--- src/rtl/fetch_queue_pkg.sv ---
// mips_fetch_pkg: shared widths, FSM state type and queue entry type for the fetch queue.
//   INSTR_W / PC_W : instruction and PC widths
//   PC_INC         : sequential fetch stride in bytes
//   fetch_state_t  : BOOT / FETCH / WAIT
//   fetch_entry_t  : {pc, instr} pair held by the queue
package mips_fetch_pkg;

    localparam int unsigned INSTR_W = 32;
    localparam int unsigned PC_W    = 32;
    localparam logic [PC_W-1:0] PC_INC = 32'd4;

    typedef enum logic [1:0] {
        BOOT  = 2'd0,
        FETCH = 2'd1,
        WAIT  = 2'd2
    } fetch_state_t;

    typedef struct packed {
        logic [PC_W-1:0]    pc;
        logic [INSTR_W-1:0] instr;
    } fetch_entry_t;

    // Clear the byte-offset bits of a fetch address.
    function automatic logic [PC_W-1:0] word_align(input logic [PC_W-1:0] addr);
        return addr & ~PC_W'(3);
    endfunction

endpackage

--- src/rtl/fetch_queue_if.sv ---
// fetch_queue_if: groups the instruction-memory bus and the decode-side valid/ready channel.
//   imem_req/imem_addr (to memory), imem_gnt/imem_rvalid/imem_rdata (from memory)
//   out_valid/out_instr/out_pc (to decode), out_ready (from decode)
//   modport master : the fetch queue
//   modport slave  : memory + decode environment
interface fetch_queue_if;
    import mips_fetch_pkg::*;

    logic               imem_req;
    logic [PC_W-1:0]    imem_addr;
    logic               imem_gnt;
    logic               imem_rvalid;
    logic [INSTR_W-1:0] imem_rdata;
    logic               out_valid;
    logic               out_ready;
    logic [INSTR_W-1:0] out_instr;
    logic [PC_W-1:0]    out_pc;

    modport master (
        output imem_req, imem_addr, out_valid, out_instr, out_pc,
        input  imem_gnt, imem_rvalid, imem_rdata, out_ready
    );

    modport slave (
        input  imem_req, imem_addr, out_valid, out_instr, out_pc,
        output imem_gnt, imem_rvalid, imem_rdata, out_ready
    );

endinterface

--- src/rtl/fetch_queue_fifo.sv ---
// fetchq_fifo: synchronous FIFO, DEPTH entries of type T, async active-low reset.
//   clk, rst_n      : clock, asynchronous active-low reset
//   clear           : drop all contents (and any push) this cycle
//   push/wdata      : write an entry (ignored when full unless popping)
//   pop/rdata       : rdata is the head entry; pop removes it
//   count/empty/full: fill level
module fetchq_fifo
    import mips_fetch_pkg::*;
#(
    parameter int unsigned DEPTH = 4,
    parameter type T = fetch_entry_t
) (
    input  logic                     clk,
    input  logic                     rst_n,
    input  logic                     clear,
    input  logic                     push,
    input  T                         wdata,
    input  logic                     pop,
    output T                         rdata,
    output logic [$clog2(DEPTH):0]   count,
    output logic                     empty,
    output logic                     full
);

    localparam int unsigned AW = (DEPTH > 1) ? $clog2(DEPTH) : 1;
    localparam int unsigned CW = $clog2(DEPTH) + 1;

    T mem_q [DEPTH];
    logic [AW-1:0] wr_ptr_q, wr_ptr_d, rd_ptr_q, rd_ptr_d;
    logic [CW-1:0] count_q, count_d;
    logic          do_push, do_pop;

    function automatic logic [AW-1:0] next_ptr(input logic [AW-1:0] p);
        return (p == AW'(DEPTH - 1)) ? '0 : p + 1'b1;
    endfunction

    assign empty   = (count_q == '0);
    assign full    = (count_q == CW'(DEPTH));
    assign count   = count_q;
    assign rdata   = mem_q[rd_ptr_q];
    assign do_pop  = pop && !empty;
    assign do_push = push && (!full || do_pop);

    always_comb begin
        wr_ptr_d = wr_ptr_q;
        rd_ptr_d = rd_ptr_q;
        count_d  = count_q;
        if (clear) begin
            wr_ptr_d = '0;
            rd_ptr_d = '0;
            count_d  = '0;
        end else begin
            if (do_push) wr_ptr_d = next_ptr(wr_ptr_q);
            if (do_pop)  rd_ptr_d = next_ptr(rd_ptr_q);
            count_d = count_q + CW'(do_push) - CW'(do_pop);
        end
    end

    always_ff @(posedge clk or negedge rst_n) begin
        if (!rst_n) begin
            wr_ptr_q <= '0;
            rd_ptr_q <= '0;
            count_q  <= '0;
        end else begin
            wr_ptr_q <= wr_ptr_d;
            rd_ptr_q <= rd_ptr_d;
            count_q  <= count_d;
        end
    end

    // Storage needs no reset: count gates every read.
    always_ff @(posedge clk) begin
        if (do_push && !clear) mem_q[wr_ptr_q] <= wdata;
    end

endmodule

--- src/rtl/fetch_queue.sv ---
// fetch_queue: instruction-fetch front end. Owns the fetch PC, issues in-order word reads over
// req/gnt/rvalid, buffers {pc, instr} and presents them to decode via valid/ready.
//   clk, rst_n            : clock, asynchronous active-low reset
//   bus (master)          : imem_* memory bus and out_* decode channel
//   redirect/redirect_pc  : one-cycle restart of fetch at a new address
//   halt                  : block new requests; queue keeps draining
//   occupancy             : entries currently held in the queue
// Build option: define FETCHQ_BYPASS_EN to forward a kept response straight to decode when the
// queue is empty (zero-cycle latency); otherwise every response goes through the queue.
module fetch_queue
    import mips_fetch_pkg::*;
#(
    parameter int unsigned     DEPTH           = 4,
    parameter int unsigned     MAX_OUTSTANDING = 2,
    parameter logic [PC_W-1:0] RESET_PC        = 32'h0
) (
    input  logic                   clk,
    input  logic                   rst_n,
    fetch_queue_if.master          bus,
    input  logic                   redirect,
    input  logic [PC_W-1:0]        redirect_pc,
    input  logic                   halt,
    output logic [$clog2(DEPTH):0] occupancy
);

    localparam int unsigned OW = $clog2(MAX_OUTSTANDING) + 1;

    fetch_state_t    state_q;
    logic [PC_W-1:0] fetch_pc_q, fetch_pc_d;
    logic [OW-1:0]   discard_q, discard_d;
    logic [OW-1:0]   outstanding, outstanding_next;
    logic [31:0]     inflight;
    logic            credit, req, grant, rsp, keep, drop;
    logic            q_push, q_pop, q_empty, q_full;
    logic            pc_empty, pc_full;
    fetch_entry_t    q_rdata, q_wdata;
    logic [PC_W-1:0] pc_head;

    assign inflight = 32'(occupancy) + 32'(outstanding);
    assign credit   = (inflight < DEPTH) && !pc_full;
    assign req      = (state_q == FETCH) && credit && !halt;
    assign grant    = req && bus.imem_gnt;
    // A response with nothing in flight (e.g. straggler after reset) is ignored.
    assign rsp      = bus.imem_rvalid && !pc_empty;
    assign keep     = rsp && (discard_q == '0);
    assign drop     = rsp && (discard_q != '0);

    assign outstanding_next = outstanding + OW'(grant) - OW'(rsp);

    assign bus.imem_req  = req;
    assign bus.imem_addr = fetch_pc_q;
    assign q_wdata       = '{pc: pc_head, instr: bus.imem_rdata};

`ifdef FETCHQ_BYPASS_EN
    logic byp;
    assign byp           = keep && q_empty && !redirect;
    assign bus.out_valid = !q_empty || byp;
    assign bus.out_pc    = q_empty ? pc_head : q_rdata.pc;
    assign bus.out_instr = q_empty ? bus.imem_rdata : q_rdata.instr;
    assign q_push        = keep && !redirect && !(byp && bus.out_ready);
    assign q_pop         = !q_empty && bus.out_ready;
`else
    assign bus.out_valid = !q_empty;
    assign bus.out_pc    = q_rdata.pc;
    assign bus.out_instr = q_rdata.instr;
    assign q_push        = keep && !redirect;
    assign q_pop         = bus.out_valid && bus.out_ready;
`endif

    always_comb begin
        fetch_pc_d = fetch_pc_q;
        discard_d  = discard_q;
        if (redirect) begin
            fetch_pc_d = word_align(redirect_pc);
            // Everything still in flight after this edge predates the redirect.
            discard_d  = outstanding_next;
        end else begin
            if (grant) fetch_pc_d = fetch_pc_q + PC_INC;
            if (drop)  discard_d  = discard_q - OW'(1);
        end
    end

    always_ff @(posedge clk or negedge rst_n) begin
        if (!rst_n) begin
            fetch_pc_q <= RESET_PC;
            discard_q  <= '0;
        end else begin
            fetch_pc_q <= fetch_pc_d;
            discard_q  <= discard_d;
        end
    end

    always_ff @(posedge clk or negedge rst_n) begin
        if (!rst_n) begin
            state_q <= BOOT;
        end else if (redirect) begin
            state_q <= FETCH;
        end else begin
            unique case (state_q)
                BOOT:    state_q <= FETCH;
                FETCH:   if (!credit || halt) state_q <= WAIT;
                WAIT:    if (credit && !halt) state_q <= FETCH;
                default: state_q <= BOOT;
            endcase
        end
    end

    fetchq_fifo #(
        .DEPTH (DEPTH),
        .T     (fetch_entry_t)
    ) u_entry_fifo (
        .clk   (clk),
        .rst_n (rst_n),
        .clear (redirect),
        .push  (q_push),
        .wdata (q_wdata),
        .pop   (q_pop),
        .rdata (q_rdata),
        .count (occupancy),
        .empty (q_empty),
        .full  (q_full)
    );

    // Granted addresses in order; its head is the PC of the next response.
    fetchq_fifo #(
        .DEPTH (MAX_OUTSTANDING),
        .T     (logic [PC_W-1:0])
    ) u_pc_fifo (
        .clk   (clk),
        .rst_n (rst_n),
        .clear (1'b0),
        .push  (grant),
        .wdata (fetch_pc_q),
        .pop   (rsp),
        .rdata (pc_head),
        .count (outstanding),
        .empty (pc_empty),
        .full  (pc_full)
    );

    a_rvalid_in_flight: assert property (@(posedge clk) disable iff (!rst_n)
        bus.imem_rvalid |-> !pc_empty);
    a_push_has_space: assert property (@(posedge clk) disable iff (!rst_n)
        q_push |-> (!q_full || q_pop));

endmodule

--- src/flat_wrapper.sv ---
// flat-port wrapper written by rule: the top's interface ports become plain ports
module fetch_queue_flat import mips_fetch_pkg::*;
#(
    parameter int unsigned     DEPTH           = 4,
    parameter int unsigned     MAX_OUTSTANDING = 2,
    parameter logic [PC_W-1:0] RESET_PC        = 32'h0
)
  (clk, rst_n, redirect, redirect_pc, halt, occupancy, bus_imem_req, bus_imem_addr, bus_out_valid, bus_out_instr, bus_out_pc, bus_imem_gnt, bus_imem_rvalid, bus_imem_rdata, bus_out_ready);
  fetch_queue_if bus_i ();
  input  logic clk;
  input  logic rst_n;
  input  logic redirect;
  input  logic [PC_W-1:0] redirect_pc;
  input  logic halt;
  output logic [$clog2(DEPTH):0] occupancy;
  output wire logic [$bits(bus_i.imem_req)-1:0] bus_imem_req;
  output wire logic [$bits(bus_i.imem_addr)-1:0] bus_imem_addr;
  output wire logic [$bits(bus_i.out_valid)-1:0] bus_out_valid;
  output wire logic [$bits(bus_i.out_instr)-1:0] bus_out_instr;
  output wire logic [$bits(bus_i.out_pc)-1:0] bus_out_pc;
  input wire logic [$bits(bus_i.imem_gnt)-1:0] bus_imem_gnt;
  input wire logic [$bits(bus_i.imem_rvalid)-1:0] bus_imem_rvalid;
  input wire logic [$bits(bus_i.imem_rdata)-1:0] bus_imem_rdata;
  input wire logic [$bits(bus_i.out_ready)-1:0] bus_out_ready;
  assign bus_imem_req = bus_i.imem_req;
  assign bus_imem_addr = bus_i.imem_addr;
  assign bus_out_valid = bus_i.out_valid;
  assign bus_out_instr = bus_i.out_instr;
  assign bus_out_pc = bus_i.out_pc;
  assign bus_i.imem_gnt = bus_imem_gnt;
  assign bus_i.imem_rvalid = bus_imem_rvalid;
  assign bus_i.imem_rdata = bus_imem_rdata;
  assign bus_i.out_ready = bus_out_ready;
  fetch_queue #(.DEPTH(DEPTH), .MAX_OUTSTANDING(MAX_OUTSTANDING), .RESET_PC(RESET_PC)) u_core (.clk(clk), .rst_n(rst_n), .bus(bus_i), .redirect(redirect), .redirect_pc(redirect_pc), .halt(halt), .occupancy(occupancy));
endmodule
--- config.mk ---
export PLATFORM = sky130hd
export DESIGN_NAME = fetch_queue_flat
export DESIGN_NICKNAME = d
export VERILOG_FILES = /design/src/rtl/fetch_queue_pkg.sv /design/src/rtl/fetch_queue_if.sv /design/src/rtl/fetch_queue_fifo.sv /design/src/rtl/fetch_queue.sv /design/src/flat_wrapper.sv
export SDC_FILE = /design/constraint.sdc
export NUM_CORES = 1
export LEC_CHECK = 0
export ABC_CLOCK_PERIOD_IN_PS = 7500
export CORE_UTILIZATION = 40
export DETAILED_ROUTE_END_ITERATION = 8
export GPL_ROUTABILITY_DRIVEN = 0
export SYNTH_ARGS = -nofsm -noshare
export SYNTH_HDL_FRONTEND = slang
export SYNTH_HIERARCHICAL = 1
export SYNTH_SLANG_ARGS = --single-unit
--- constraint.sdc ---
create_clock -name clk -period 7.5 [get_ports clk]
set_input_delay 0.75 -clock clk [delete_from_list [all_inputs] [get_ports clk]]
set_output_delay 0.75 -clock clk [all_outputs]
set_load 0.005 [all_outputs]
==> reports/metrics.cfg <==
[clock_network]
clk_pin_slew_worst_paths_ns=0.06
ctsHoldBuffers=0
post_cts_resize_count=0
cts_num_sinks=365
clk_path_buf_depth=3
cts_tree=yes
cts_buf_count=39
clock-root-buffer=clkbuf_16
cts.repair_timing.setup_buffer_count=0
worstSkewPairLatency_ns=0.53
h-tree-depth=2

[critical_path]
worst_setup_path_start_kind=flop
crit_type=reg2out
critPathMaxStageDelay_ns=0.91
timing.critical_path.cells=buf_4 -> mux4_2 -> clkdlybuf4s50_1
crit_family=buffers and inverters
critical_path_arrival_ns=3.26
slowest_stage=dfrtp_4
count_of_buffering_cells_on_the_critical_path_with_inverters_included=2
worstReg2RegStart=u_core/u_pc_fifo/count[1]
setup.worst_path.start=u_core/u_entry_fifo/rd_ptr_q[0]
critical_path_peak_fanout=35
endpoint_kind=output port
crit_required_ns=6.75

[finish]
layout_overhead_on_the_synthesized_area_pct=24.21
final_nets=1032
drive_above_1_share=0.1914
sequential_cell_area_um2=10740
antenna_cells_inserted=0
finalCoreUtilization=0.5105
multiInputGateArea_um2=3451
fillerInstances=2901

[timing]
fin_setup_tns_ns=0
timing.final.ws_setup_ns=3.488
fmaxAchievable_mhz=249.2
final.min_clock_period_ns=4.012
final_min_period_over_clock_period=0.5350
rsz_0062_raised_after_global_routing=false
final.hold.worst_slack_ns=0.3070
total_setup_violations_reported_at_the_end_of_the_flow=0
hold_viol_final=0
worstMarginPinSlew_ns=1.058
worst_clock_skew_ns=0.01752
slew_violations=0
slew_headroom=0.2947

[pwr]
switchingPower_uw=856.8
power_per_cell_area_nw_per_um2=241.9
p_total_mw=4.308
p_seq_frac=0.528
switching_share=0.1989
power.clock.fraction=0.436
cellInternalPower_mw=3.452
comb_power_share=0.036
vdd.ir_drop.worst_v=0.0001260
power.leakage_nw=5.847

[drt]
viasPerCell=5.135
drt_initial_violations=418
detailedRoute.firstPassIterationCount=4
wl_um=28760
detail_route.wl_per_cell_um=20.15
final_antenna_net_count=0
vias=7328
route.detailed.drc=0

[floorplanning]
rows=68
core_region_area_um2=34880
floorplan.die.height_um=191.3
boundaryPins=172
die_width_um=191.3
initial_core_util=0.4110
floorplan.die_area_um2=36610

[synthesis]
synthesis.area_um2=14340
syn-instance-count=749
synthesis.area_per_instance_um2=19.14
yosys_warnings=6

[placement]
buffers_added_on_ports=167
dpl_worst_slack_ns=3.736
detailed_place_hpwl_um=16520

[grt]
overflow=0
maximum_number_of_pins_on_one_net_before_global_route_repair=67
groute.usage.overall=0.1608
grt_pass1_wl_um=44380
grt_pass1_vias=7601
antenna_found_initial=0

[outcome]
status=complete, no violations

[flow_run]
drv_cap=0

[min_path]
hold_path_class=in2async

==> through the flow <==
stage	std cells	instance area, um2
after floorplan	762	14390
after global placement	1362	16560
after detailed placement	1362	16560
after CTS	1427	17810
after global routing	1427	17810
final	1427	17810
==> state kept, by name, summed over array words and instances (netlist names) <==
register,flops
u_core/u_entry_fifo/mem_q,256
u_core/u_pc_fifo/wr_ptr_q,1
u_core/bus.imem_addr,30
u_core/u_pc_fifo/mem_q,64
u_core/u_entry_fifo/wr_ptr_q,2
u_core/u_pc_fifo/rd_ptr_q,1
u_core/u_entry_fifo/rd_ptr_q,2
u_core/discard_q,2
u_core/u_entry_fifo/count,3
u_core/state_q,2
u_core/u_pc_fifo/count,2
==> cells in the final DEF (no fill, tap or decap), types with 4 or more instances in the layout <==
cell type        count
bufinv_16            5
and2_4               4
mux4_2              64
xor2_1              12
clkbuf_1             6
clkbuf_16           39
and4_1               4
nor3_1               8
clkdlybuf4s50_1    165
o21ai_0             31
nand3_1             16
xnor2_1             21
dfrtp_1             43
and3_1               6
nor2_1              16
nand4_1              8
nand2_1             39
ha_1                12
a21oi_1              5
mux2_2              34
nor4_1               9
buf_4               11
conb_1              14
nor2b_1              7
clkinvlp_4           4
edfxtp_1           320
inv_1               14
==> final timing paths <==
check                                             endpoint  slack [ns]  cells after the start
min reg2reg                      u_core/u_pc_fifo/rd_ptr_q        0.54                      2
max in group asynchronous  u_core/u_entry_fifo/rd_ptr_q[1]        6.68                      2
min                               u_core/bus.imem_addr[10]        0.31                      2
min in group clk                 u_core/u_pc_fifo/rd_ptr_q        0.54                      2
max                                         bus_out_pc[17]        3.49                      3
max reg2reg                u_core/u_entry_fifo/mem_q[1][4]        4.46                      6
==> cell type report <==
cell class / instances / area share
Inverter: 14 / 0.002951
Clock buffer: 45 / 0.05607
Clock inverter: 20 / 0.01405
Tap cell: 455 / 0.03197
Multi-Input combinational cell: 350 / 0.1938
Sequential cell: 365 / 0.6032
Timing Repair Buffer: 178 / 0.09794
==> power groups by stage <==
stage | Combinational (mW) | Sequential (mW) | Clock, mW
after floorplan | 0.0579 | 2.30 | 0
after global placement | 0.155 | 2.31 | 0
after detailed placement | 0.157 | 2.32 | 0
after CTS | 0.159 | 2.27 | 1.94
after global routing | 0.172 | 2.28 | 2.01
final | 0.156 | 2.27 | 1.88
==> per-layer routing <==
layer	vias up	wire length [um]	track usage	part of all wire
met5	-	0	0	0
li1	3350	-	-	-
met3	27	1636	0.03562	0.057
met2	206	13670	0.2596	0.48
met4	0	325	0.03297	0.011
met1	3745	13120	0.2238	0.46
Power figures use the tool's default switching activity.
